File: src/rtl/andor_unit_sched_if.sv
// Bus bundle for andor_unit_sched: requester handshake, shared AndOr unit pins and response channel.
// The master modport is the scheduler side; the slave modport is the requesters/unit/consumer side.
interface andor_unit_sched_if #(
    parameter int NREQ = 4
);
    localparam int IDW = $clog2(NREQ);

    logic [NREQ-1:0]   req_valid;
    logic [3*NREQ-1:0] req_abc;
    logic [NREQ-1:0]   req_ready;
    logic              unit_a;
    logic              unit_b;
    logic              unit_c;
    logic              unit_x;
    logic              unit_y;
    logic              rsp_valid;
    logic              rsp_ready;
    logic [IDW-1:0]    rsp_id;
    logic              rsp_x;
    logic              rsp_y;
    logic              rsp_err;
    logic              err_sticky;

    modport master (
        input  req_valid, req_abc, unit_x, unit_y, rsp_ready,
        output req_ready, unit_a, unit_b, unit_c,
               rsp_valid, rsp_id, rsp_x, rsp_y, rsp_err, err_sticky
    );

    modport slave (
        output req_valid, req_abc, unit_x, unit_y, rsp_ready,
        input  req_ready, unit_a, unit_b, unit_c,
               rsp_valid, rsp_id, rsp_x, rsp_y, rsp_err, err_sticky
    );
endinterface

File: src/rtl/andor_unit_sched.sv
// Round-robin scheduler sharing one combinational AndOr unit (X = A&B, Y = B|C) among NREQ requesters.
// Optional result self-check is enabled by defining ANDOR_SCHED_SELFCHECK_EN.
module andor_unit_sched #(
    parameter int NREQ          = 4,
    parameter int SETTLE_CYCLES = 2
) (
    input  logic               clk,
    input  logic               rst_n,
    andor_unit_sched_if.master bus
);
    localparam int IDW = $clog2(NREQ);

    typedef enum logic [1:0] {
        S_IDLE   = 2'd0,
        S_SETTLE = 2'd1,
        S_RESP   = 2'd2
    } state_t;

    state_t          r_state;
    state_t          w_state_nxt;
    logic [IDW-1:0]  r_ptr;
    logic [3:0]      r_cnt;
    logic            r_a;
    logic            r_b;
    logic            r_c;
    logic [IDW-1:0]  r_rsp_id;
    logic            r_rsp_x;
    logic            r_rsp_y;
    logic [IDW-1:0]  w_win;
    logic            w_found;
    logic [2:0]      w_abc;
    logic            w_hs_req;
    logic            w_capture;
    logic [NREQ-1:0] w_req_ready;
    logic            w_rsp_valid;

    function automatic logic [IDW-1:0] rr_idx(input logic [IDW-1:0] base, input int k);
        int s;
        s = int'(base) + k;
        if (s >= NREQ) s = s - NREQ;
        return IDW'(s);
    endfunction

    function automatic logic [IDW-1:0] next_ptr(input logic [IDW-1:0] win);
        if (int'(win) == NREQ - 1) return '0;
        return win + 1'b1;
    endfunction

    // First valid requester at or after ptr, wrapping modulo NREQ
    always_comb begin
        w_found = 1'b0;
        w_win   = '0;
        for (int k = 0; k < NREQ; k++) begin
            if (!w_found && bus.req_valid[rr_idx(r_ptr, k)]) begin
                w_found = 1'b1;
                w_win   = rr_idx(r_ptr, k);
            end
        end
    end

    assign w_abc     = bus.req_abc[3*int'(w_win) +: 3];
    assign w_hs_req  = (r_state == S_IDLE) && w_found;
    assign w_capture = (r_state == S_SETTLE) && (r_cnt == 4'd1);

    always_ff @(posedge clk or negedge rst_n) begin
        if (!rst_n) r_state <= S_IDLE;
        else        r_state <= w_state_nxt;
    end

    always_comb begin
        w_state_nxt = r_state;
        case (r_state)
            S_IDLE:   if (w_found)        w_state_nxt = S_SETTLE;
            S_SETTLE: if (r_cnt == 4'd1)  w_state_nxt = S_RESP;
            S_RESP:   if (bus.rsp_ready)  w_state_nxt = S_IDLE;
            default:                      w_state_nxt = S_IDLE;
        endcase
    end

    // Grant is gated by rst_n so req_ready reads 0 for the whole reset interval
    always_comb begin
        w_req_ready = '0;
        w_rsp_valid = 1'b0;
        case (r_state)
            S_IDLE:   if (w_found && rst_n) w_req_ready[w_win] = 1'b1;
            S_RESP:   w_rsp_valid = 1'b1;
            default:  ;
        endcase
    end

    always_ff @(posedge clk or negedge rst_n) begin
        if (!rst_n) begin
            r_ptr    <= '0;
            r_cnt    <= '0;
            r_a      <= 1'b0;
            r_b      <= 1'b0;
            r_c      <= 1'b0;
            r_rsp_id <= '0;
            r_rsp_x  <= 1'b0;
            r_rsp_y  <= 1'b0;
        end else begin
            if (w_hs_req) begin
                {r_a, r_b, r_c} <= w_abc;
                r_rsp_id        <= w_win;
                r_ptr           <= next_ptr(w_win);
                r_cnt           <= 4'(SETTLE_CYCLES);
            end else if (r_state == S_SETTLE) begin
                r_cnt <= r_cnt - 4'd1;
            end
            if (w_capture) begin
                r_rsp_x <= bus.unit_x;
                r_rsp_y <= bus.unit_y;
            end
        end
    end

`ifdef ANDOR_SCHED_SELFCHECK_EN
    logic r_rsp_err;
    logic r_err_sticky;
    logic w_mismatch;

    // Checked against the latched operands, which are what the unit actually sees
    assign w_mismatch = (bus.unit_x != (r_a & r_b)) || (bus.unit_y != (r_b | r_c));

    always_ff @(posedge clk or negedge rst_n) begin
        if (!rst_n) begin
            r_rsp_err    <= 1'b0;
            r_err_sticky <= 1'b0;
        end else if (w_capture) begin
            r_rsp_err <= w_mismatch;
            if (w_mismatch) r_err_sticky <= 1'b1;
        end
    end

    assign bus.rsp_err    = r_rsp_err;
    assign bus.err_sticky = r_err_sticky;
`else
    assign bus.rsp_err    = 1'b0;
    assign bus.err_sticky = 1'b0;
`endif

    assign bus.req_ready = w_req_ready;
    assign bus.unit_a    = r_a;
    assign bus.unit_b    = r_b;
    assign bus.unit_c    = r_c;
    assign bus.rsp_valid = w_rsp_valid;
    assign bus.rsp_id    = r_rsp_id;
    assign bus.rsp_x     = r_rsp_x;
    assign bus.rsp_y     = r_rsp_y;
endmodule
File: src/flat_wrapper.sv
// flat-port wrapper written by rule: the top's interface ports become plain ports
module andor_unit_sched_flat 
#(
    parameter int NREQ          = 4,
    parameter int SETTLE_CYCLES = 2
)
  (clk, rst_n, bus_req_valid, bus_req_abc, bus_unit_x, bus_unit_y, bus_rsp_ready, bus_req_ready, bus_unit_a, bus_unit_b, bus_unit_c, bus_rsp_valid, bus_rsp_id, bus_rsp_x, bus_rsp_y, bus_rsp_err, bus_err_sticky);
  andor_unit_sched_if #(.NREQ(NREQ)) bus_i ();
  input  logic clk;
  input  logic rst_n;
  input wire logic [$bits(bus_i.req_valid)-1:0] bus_req_valid;
  input wire logic [$bits(bus_i.req_abc)-1:0] bus_req_abc;
  input wire logic [$bits(bus_i.unit_x)-1:0] bus_unit_x;
  input wire logic [$bits(bus_i.unit_y)-1:0] bus_unit_y;
  input wire logic [$bits(bus_i.rsp_ready)-1:0] bus_rsp_ready;
  output wire logic [$bits(bus_i.req_ready)-1:0] bus_req_ready;
  output wire logic [$bits(bus_i.unit_a)-1:0] bus_unit_a;
  output wire logic [$bits(bus_i.unit_b)-1:0] bus_unit_b;
  output wire logic [$bits(bus_i.unit_c)-1:0] bus_unit_c;
  output wire logic [$bits(bus_i.rsp_valid)-1:0] bus_rsp_valid;
  output wire logic [$bits(bus_i.rsp_id)-1:0] bus_rsp_id;
  output wire logic [$bits(bus_i.rsp_x)-1:0] bus_rsp_x;
  output wire logic [$bits(bus_i.rsp_y)-1:0] bus_rsp_y;
  output wire logic [$bits(bus_i.rsp_err)-1:0] bus_rsp_err;
  output wire logic [$bits(bus_i.err_sticky)-1:0] bus_err_sticky;
  assign bus_i.req_valid = bus_req_valid;
  assign bus_i.req_abc = bus_req_abc;
  assign bus_i.unit_x = bus_unit_x;
  assign bus_i.unit_y = bus_unit_y;
  assign bus_i.rsp_ready = bus_rsp_ready;
  assign bus_req_ready = bus_i.req_ready;
  assign bus_unit_a = bus_i.unit_a;
  assign bus_unit_b = bus_i.unit_b;
  assign bus_unit_c = bus_i.unit_c;
  assign bus_rsp_valid = bus_i.rsp_valid;
  assign bus_rsp_id = bus_i.rsp_id;
  assign bus_rsp_x = bus_i.rsp_x;
  assign bus_rsp_y = bus_i.rsp_y;
  assign bus_rsp_err = bus_i.rsp_err;
  assign bus_err_sticky = bus_i.err_sticky;
  andor_unit_sched #(.NREQ(NREQ), .SETTLE_CYCLES(SETTLE_CYCLES)) u_core (.clk(clk), .rst_n(rst_n), .bus(bus_i));
endmodule
File: config.mk
export PLATFORM = sky130hd
export DESIGN_NAME = andor_unit_sched_flat
export DESIGN_NICKNAME = d
export VERILOG_FILES = /design/src/rtl/andor_unit_sched_if.sv /design/src/rtl/andor_unit_sched.sv /design/src/flat_wrapper.sv
export SDC_FILE = /design/constraint.sdc
export NUM_CORES = 1
export LEC_CHECK = 0
export CAP_MARGIN = 20
export CORE_MARGIN = 1.5
export CORE_UTILIZATION = 43
export DETAILED_ROUTE_END_ITERATION = 6
export PLACE_DENSITY = 0.79
export REMOVE_ABC_BUFFERS = 1
export SYNTH_ARGS = -nofsm -noshare
export SYNTH_HDL_FRONTEND = slang
export SYNTH_SLANG_ARGS = --single-unit
File: constraint.sdc
create_clock -name clk -period 2.4 [get_ports clk]
set_input_delay 0.48 -clock clk [delete_from_list [all_inputs] [get_ports clk]]
set_output_delay 0.48 -clock clk [all_outputs]
set_load 0.01 [all_outputs]
### Word level (Yosys, flattened, before mapping)

Index checks and enable logic that the tools add are counted.

* register bits after elaboration: 15
* RAM bits: 0
* input bits: 21
* memories: 0
* ROM bits: 0
* word-level logic and storage cells: 85
* latch bits: 0
* output and inout bits: 14

* bitwise logic cells: 0
* multiplexer cells: 35
* equal/unequal tests: 7
* shift-type cells: 1
* $add $sub $neg: 9
* divide/modulo/power cells: 0
* reductions and logical operators: 13
* magnitude comparators: 10
* multipliers: 1

Operators with widths (count)
* $shiftx 12x32->3: 1
* $mux 2: 13
* $mux 4: 4
* $lt 2x3->1 const B: 5
* $mux 1: 12
* $ge 3x3->1 const B: 3
* $bmux 1 s2: 4
* $sub 2x1->2 const B: 4
* $logic_and 1x1->1: 7
* $add 2x2->3 const B: 2
* $pmux 2 s3: 1
* $eq 2x1->1 const B: 2
* $eq 4x1->1 const B: 1
* $mul 2x2->4 const A: 1
* $ne 2x1->1 const B: 2
* $sub 4x1->4 const B: 1
* $add 2x1->3 const B: 1
* $ge 2x3->1 const B: 1
* $logic_not 1->1: 3
* $reduce_and 3->1: 1
* $add 2x1->2 const B: 1
* $demux 1 s2: 1
* $eq 2x2->1 const B: 1
* $ge 2x1->1 const B: 1
* other kinds (3): 3

### Longest topological paths before layout

Gate-level depths: netlist of the first run.

* depth in word-level cells: 20
* gate-level depth with buffers: 7

### Worst setup path before layout of the first run

OpenSTA, ideal clock, no wires.

* path type: in2out
* start: in bus_req_valid[0]
* end: out bus_req_ready[0]
* path slack: 0.468 ns
* required time: 1.920 ns
* stages on the path: 7
* data arrival time: 1.452 ns
* cells stage by stage: a21o_1 > a21oi_1 > o22a_2 > buf_6 > inv_1 > ha_1 > and3_1

* cells in the longest elaborated chain, start to end: 18

Ends and longest elaborated chain
* start: declaration: line flat_wrapper.sv:11 `input wire logic [$bits(bus_i.req_valid)-1:0] bus_req_valid;`
* $bmux 1 s2: line andor_unit_sched.sv:54 `if (!w_found && bus.req_valid[rr_idx(r_ptr, k)]) begin`
* $mux 1 (implied by the code): line andor_unit_sched.sv:54
* $mux 1: line andor_unit_sched.sv:54
* $logic_not 1->1: line andor_unit_sched.sv:54
* $logic_and 1x1->1: line andor_unit_sched.sv:54
* $mux 1: line andor_unit_sched.sv:54
* $logic_not 1->1: line andor_unit_sched.sv:54
* $logic_and 1x1->1: line andor_unit_sched.sv:54
* [3 not listed]
* $mux 2 (*): line andor_unit_sched.sv:54
* named net u_core.w_win[1]: line andor_unit_sched.sv:29 `logic [IDW-1:0] w_win;`
* $lt 2x3->1 (implied by the code) or $ge 2x1->1 (tied branches): line andor_unit_sched.sv:85 `S_IDLE: if (w_found && rst_n) w_req_ready[w_win] = 1'b1;`
* $logic_and 1x1->1 (implied by the code): line andor_unit_sched.sv:85
* $mux 1 (implied by the code): line andor_unit_sched.sv:85
* $demux 1 s2 (*)
* $mux 4 (*): line andor_unit_sched.sv:85
* $mux 4 (*): line andor_unit_sched.sv:84 `case (r_state)`
* end: declaration: line flat_wrapper.sv:16 `output wire logic [$bits(bus_i.req_ready)-1:0] bus_req_ready;`

The timed path passes the listed nets; every way through them passes the cells marked *. The select of a mux whose other input is x is not followed.

### Worst setup path after layout of the first run

* start: reg u_core.r_ptr[1]
* end: out bus_req_ready[0]

* cells in the longest elaborated chain, start to end: 20

Ends and longest elaborated chain
* start: declaration: line andor_unit_sched.sv:21 `logic [IDW-1:0] r_ptr;`
* start signal: assignment: line andor_unit_sched.sv:105 `r_ptr <= next_ptr(w_win);`
* branches (longest 13 deep; another with $add 2x1->3)
* $mux 2 (*): line andor_unit_sched.sv:54
* named net u_core.w_win[0]: line andor_unit_sched.sv:29
* $lt 2x3->1 (implied by the code) or $ge 2x1->1 (tied branches): line andor_unit_sched.sv:85
* $logic_and 1x1->1 (implied by the code): line andor_unit_sched.sv:85
* $mux 1 (implied by the code): line andor_unit_sched.sv:85
* $demux 1 s2 (*)
* $mux 4 (*): line andor_unit_sched.sv:85
* $mux 4 (*): line andor_unit_sched.sv:84

Mark *: on every way through the listed nets, which the timed path passes. The select of a mux whose other input is x is not followed.

==> results.yml, run 1 <==
power_and_ir_drop:
  clock_power_share_pct: 10.6
  pwr-share-seq_pct: 34.5
  p_leak_nw: 0.701
  totalPowerFinal_w: 0.00139
  irDropWorstVdd_uv: 660
  pwr-share-comb_pct: 54.9
  switchingPower_w: 0.000535
  power.switching_fraction_pct: 38.5
  p_per_area_mw_per_mm2: 981
  p_int_w: 0.000855
critical_path:
  crit_path_max_fanout: 5
  critPathBufInv: 3
  crit_chain: "buf_4 > a211oi_4 > inv_1 > ha_1 > and3_1 > dlygate4sd2_1"
  critical_path.reg2reg.startpoint: "u_core.r_ptr[1]"
  path_depth: 6
  worstPathArrival_ns: 1.91
  critical_path.top_delay_family: "buffers and inverters"
  max_stage_delay_ns: 0.45
  timing.critical_path.from_type: "flop"
  worst_r2r_path_depth: 8
  timing.critical_path.slowest_stage_cell: "dfrtp_2"
  required_ns: 1.92
  reg2reg_setup_slack_ns: 0.61
  worst_r2r_endpoint: "u_core.bus.unit_a"
  crit_path_end_kind: "primary output"
  worst-setup-path-type: "flop to primary output"
grt:
  globalRoute.busiestLayer: "met2"
  grt_max_degree: 16
  grt_first_pass_wirelength_um: 3640
  gr-usage-met1_pct: 23.9
  grtUsageMet3_pct: 2.15
  number_of_global_route_vias_before_repair: 848
  grtUsageMet2_pct: 35.6
  grt.overflow.total: 0
  grt_util_all_layers_pct: 19.8
  antenna_found_initial: 0
drt:
  routedWlPerCell_um: 13.2
  drtPass1Iterations: 6
  total_via_count_after_detailed_routing: 832
  vias_per_cell: 4.84
  totalWireLength_um: 2270
  drcViolationCount: 0
  route.antenna.remaining_nets: 0
  detail_route.iter0.violations: 9
synth:
  syn-cell-area_um2: 913
  netlist-cell-type-count: 31
  portion_of_the_post_synthesis_area_used_by_sequential_elements_pct: 41.1
  ffs_latches_synth: 15
  synthesis_warning_total: 0
  synth-edff-count: 0
  leading_post_synthesis_cells_by_cell_area: "dfrtp_1 (41%), ha_1 (8.2%), mux2i_1 (7.7%), nand2_1 (6.2%), inv_1 (3.3%)"
  postSynthAreaPerCell_um2: 9.61
  netlist.area_leader.share_pct: 41.1
  proportion_of_synthesized_flip_flops_having_asynchronous_set_or_reset_pct: 100
  yosys_most_used_dff: "dfrtp_1"
  syn_inst: 95
  post-synth-top-area-cell: "dfrtp_1"
clocking:
  cts_inserted_buffers: 3
  clock_tree.root_cell: "clkbuf_4"
  worstSkewPairLatency_ns: 0.30
  cts.sinks: 15
  htree_num_levels: 1
  cts_tree: "yes"
  cts_hold_buf: 0
  cts_buffer_depth: 2
  path_clk_slew_ns: 0.10
sta:
  rsz0062_at_grt: "yes"
  worst_clock_skew_ns: 0.0183
  worst_hold_slack_ns: 0.485
  setup_viol: 0
  layout_worst_path_cycle_share_pct: 99.4
  period_minus_slack_ns: 2.39
  finalHoldViolations: 0
  fmaxAchievable_mhz: 419
  maxSlewViolCount: 0
finish:
  net_count_of_the_finished_layout: 173
  area.growth.synth_to_final_pct: 55.1
  number_of_standard_cells_in_the_final_layout_excluding_fillers: 172
  antennaDiodeCount: 0
  drive_above_1_share_pct: 25.5
  final_cell_mix: "clkdlybuf4s50_1 (24), buf_4 (17), nand2_1 (15)"
  leading_cell_type_in_the_layout_fill_and_taps_excluded: "clkdlybuf4s50_1"
die:
  die_x_um: 49.1
  floorplan.die_area_mm2: 0.00241
  ioPinCount: 35
  placeableCoreArea_mm2: 0.00198
  num_rows: 16
  floorplan.initialDensity_pct: 46.1
  floorplan_die_height_um: 49.1
min_path:
  hold_end: "u_core.r_cnt[3]"
  min_delay_path_depth: 1
  hp-class: "flop to flop"
  holdCritStartpoint: "u_core.r_cnt[3]"
job:
  drv_cap: 0
place:
  io_buffer_count: 32
  placed_cells_incl_taps: 162
  finalWeightedCongestion: 0.749
  hpwlAfterDp_um: 1750
run_status:
  run_status: "complete, no violations"
## synthesized netlist by cell type (3+ instances only)
master / n
a21oi_1: 4
inv_1: 8
o21ai_0: 3
mux2i_1: 7
nand2_1: 15
o221ai_1: 3
nor2_1: 3
dfrtp_1: 15
ha_1: 6
nand2b_1: 4
and3_1: 4
## metrics by stage
stage / setup WS, ns / setup TNS [ns] / area (um^2) / utilization [%]
3_5_place_dp: -0.562 / -2.05 / 1320 / 66.7
5_1_grt: -0.0209 / -0.0378 / 1420 / 71.5
3_3_place_gp: -0.516 / -1.91 / 1320 / 66.7
6_report: 0.0146 / 0 / 1420 / 71.5
2_1_floorplan: 0.442 / 0 / 886 / -
4_1_cts: 0.00718 / 0 / 1370 / 69.2
## power groups by stage
stage          clock, W  sequential (W)  combinational, W
2_1_floorplan         0        0.000486          0.000359
3_3_place_gp          0        0.000469          0.000654
3_5_place_dp          0        0.000479          0.000681
4_1_cts        0.000150        0.000475          0.000715
5_1_grt        0.000160        0.000495          0.000853
6_report       0.000147        0.000480          0.000763
## state kept, by name, summed over array words and instances, names as in the netlist
register / count
u_core.r_state: 2
u_core.bus.rsp_y: 1
u_core.bus.unit_b: 1
u_core.r_cnt: 4
u_core.bus.unit_a: 1
u_core.bus.rsp_x: 1
u_core.r_ptr: 2
u_core.bus.rsp_id: 2
u_core.bus.unit_c: 1
## cell type report
| type | instances | area [um^2] |
|---|---|---|
| Sequential cell | 15 | 377 |
| Tap cell | 27 | 33.8 |
| Fill cell | 140 | 566 |
| Timing Repair Buffer | 49 | 429 |
| Clock buffer | 3 | 22.5 |
| Clock inverter | 1 | 5.00 |
| Inverter | 8 | 30.0 |
| Multi-Input combinational cell | 69 | 519 |
## what timing repair did
| item | in CTS | in global routing |
|---|---|---|
| resized for setup | 9 | 16 |
| endpoints found under the setup margin | 4 | 4 |
| pin swaps | 2 | 4 |
| setup buffers | 4 | 2 |
## worst max-delay path by stage
stage                     start          endpoint
2_1_floorplan  bus_req_valid[0]  bus_req_ready[0]
3_3_place_gp   bus_req_valid[1]  bus_req_ready[0]
3_5_place_dp   bus_req_valid[1]  bus_req_ready[0]
4_1_cts        bus_req_valid[0]  bus_req_ready[0]
5_1_grt         u_core.r_ptr[0]  bus_req_ready[3]
6_report        u_core.r_ptr[1]  bus_req_ready[0]
## cell families (layout without fill, tap and decap cells)
family	count (synthesis)	count (layout)	share of synthesized area, %
adders and majority gates	6	6	8.22
and+or+nand+nor	34	34	19.3
buffers and inverters	12	61	6.71
DFF	15	15	41.1
xor gates and xnor gates	1	1	0.959
muxes	9	9	10.1
other	1	2	0.411
AOI/OAI and AO/OA	17	17	13.2
## metal layers
layer  up-vias  share of wire, %  wire length [um]
met4         0               2.4                55
li1        419                 -                 -
met1       384                44               998
met2        22                50              1140
met5         -                 0                 0
met3         7               3.4                78
(Power assumes the default switching activity.)
==> inputs of run 2 (changes only) <==
==> constraint.sdc (replaced) <==
create_clock -name clk -period 2.4 [get_ports clk]
set_input_delay 0.48 -clock clk [delete_from_list [all_inputs] [get_ports clk]]
set_output_delay 0.48 -clock clk [all_outputs]
set_load 0.05 [all_outputs]
==> results.yml, run 2 (synthesized netlist as in run 1, its figures left out) <==
drt:
  vias_per_cell: 5.06
  drcViolationCount: 0
  drtPass1Iterations: 4
  top_layer: "met4"
  wl_met3_um: 105
  total_via_count_after_detailed_routing: 840
  route.met2.wl_um: 1180
  routedWlPerCell_um: 14.0
  route.antenna.remaining_nets: 0
  totalWireLength_um: 2320
  detail_route.iter0.violations: 19
  drt-met1-wl_um: 1020
clocking:
  worstSkewPairLatency_ns: 0.28
  clock_tree.root_cell: "clkbuf_4"
  htree_num_levels: 1
  cts_inserted_buffers: 3
  cts_tree: "yes"
  cts_buffer_depth: 2
  path_clk_slew_ns: 0.08
  cts_setup_buffers: 0
  cts.sinks: 15
  cts_hold_buf: 0
die:
  ioPinCount: 35
  floorplan.initialDensity_pct: 46.1
  placeableCoreArea_mm2: 0.00198
  die_x_um: 49.1
  floorplan_die_height_um: 49.1
  floorplan.die_area_mm2: 0.00241
  num_rows: 16
grt:
  number_of_global_route_vias_before_repair: 826
  grt.overflow.total: 0
  grt_util_all_layers_pct: 19.7
  antenna_found_initial: 0
  grt_first_pass_wirelength_um: 3660
  grt_max_degree: 14
finish:
  largest_reg_flops: 4
  leading_cell_type_in_the_layout_fill_and_taps_excluded: "clkdlybuf4s50_1"
  number_of_standard_cells_in_the_final_layout_excluding_fillers: 166
  stdcell_area_mm2: 0.00139
  antennaDiodeCount: 0
  drive_above_1_share_pct: 19.4
  fill_cell_total_of_the_finished_layout: 161
  final_cell_mix: "clkdlybuf4s50_1 (24), nand2_1 (15), dfrtp_1 (15)"
  net_count_of_the_finished_layout: 167
  area.growth.synth_to_final_pct: 52.5
  max_flop_register: "u_core.r_cnt"
power_and_ir_drop:
  power.switching_fraction_pct: 47.2
  p_int_w: 0.000811
  pwr-share-seq_pct: 31.6
  irDropWorstVdd_uv: 800
  p_per_area_mw_per_mm2: 1100
  p_leak_nw: 0.663
  switchingPower_w: 0.000724
  clock_power_share_pct: 9.2
  pwr-share-comb_pct: 59.2
place:
  io_buffer_count: 32
  place_area_mm2: 0.00136
  placed_cells_incl_taps: 162
  hpwlAfterDp_um: 1870
  finalWeightedCongestion: 0.763
critical_path:
  crit_path_end_kind: "primary output"
  critical_path.reg2reg.startpoint: "u_core.r_ptr[1]"
  required_ns: 1.92
  worst-setup-path-type: "primary input to primary output"
  reg2reg_setup_slack_ns: 0.72
  timing.critical_path.slowest_stage_cell: "dlygate4sd2_1"
  worst_r2r_endpoint: "u_core.bus.unit_c"
  timing.critical_path.from_type: "primary input"
  max_stage_delay_ns: 0.27
  crit_path_max_fanout: 4
  worst_r2r_path_depth: 6
  worstPathArrival_ns: 1.85
  crit_chain: "dlygate4sd2_1 > buf_4 > nor2_1 > a211oi_2 > inv_1 > ha_1 > and3_1 > buf_12"
sta:
  maxSlewViolCount: 0
  worst_clock_skew_ns: 0.00348
  setup_viol: 0
  layout_worst_path_cycle_share_pct: 97.3
  timing.slew.headroom_pct: 66.0
  finalHoldViolations: 0
  fmaxAchievable_mhz: 428
  rsz0062_at_grt: "yes"
  period_minus_slack_ns: 2.33
  timing_worst_slew_pin_value_ns: 0.509
run_status:
  run_status: "complete, no violations"
min_path:
  hp-class: "primary input to asynchronous set/reset pin"
job:
  drv_cap: 0
run 2: metrics by stage:
step | hold slack [ns] | util (%) | TNS (ns) | total power [W] | setup slack, ns
finish | 0.425 | 70.3 | 0 | 0.00154 | 0.0656
global route | 0.427 | 70.3 | -0.0260 | 0.00164 | -0.0148
CTS | 0.415 | 69.8 | 0 | 0.00153 | 0.0487
detailed placement | 0.475 | 68.8 | -0.720 | 0.00139 | -0.186
global placement | 0.465 | 68.8 | -0.568 | 0.00134 | -0.152
floorplan | 0.184 | - | 0 | 0.00104 | 0.271
run 2: how the worst max path moves through the flow:
stage / from / to / slack (ns)
2_1_floorplan: bus_req_valid[0] / bus_req_ready[3] / 0.27
3_3_place_gp: bus_req_valid[1] / bus_req_ready[0] / -0.15
3_5_place_dp: bus_req_valid[1] / bus_req_ready[0] / -0.19
4_1_cts: bus_req_valid[0] / bus_req_ready[0] / 0.05
5_1_grt: bus_req_valid[2] / bus_req_ready[2] / -0.01
6_report: bus_req_valid[1] / bus_req_ready[2] / 0.07
run 2: worst max-delay path, delay by kind of cell:
kind / cells / cell delay [ns]
AO/OA/AOI/OAI: 1 / 0.25
adder cells (fa/ha/maj): 1 / 0.21
buffers and inverters: 4 / 0.69
AND/OR/NAND/NOR: 2 / 0.21
run 2: power by group through the flow:
stage	Combinational [W]	Sequential, W	Clock (W)
3_5_place_dp	0.000903	0.000485	0
2_1_floorplan	0.000384	0.000660	0
3_3_place_gp	0.000869	0.000470	0
5_1_grt	0.000981	0.000499	0.000156
4_1_cts	0.000905	0.000480	0.000145
6_report	0.000910	0.000485	0.000141
run 2: repair_timing:
action | 4_1_cts | 5_1_grt
pin swaps | 1 | 2
resized for setup | 4 | 3
setup endpoints to repair | 4 | 4
run 2: area by class of cell:
class                   count  area (um^2)  share of cell area [%]
clock buffers               4         26.3                    1.89
inverters                   8         30.0                    2.16
multi-input cells          69          489                    35.1
flip-flops and latches     15          375                    27.0
well taps                  27         33.8                    2.43
repair buffers             43          438                    31.4
run 2: per-layer routing:
| metal | track usage (%) | up-vias |
|---|---|---|
| li1 | - | 412 |
| met1 | 25.2 | 400 |
| met2 | 34.0 | 25 |
| met3 | 3.68 | 3 |
| met4 | 5.24 | 0 |
| met5 | 0 | - |
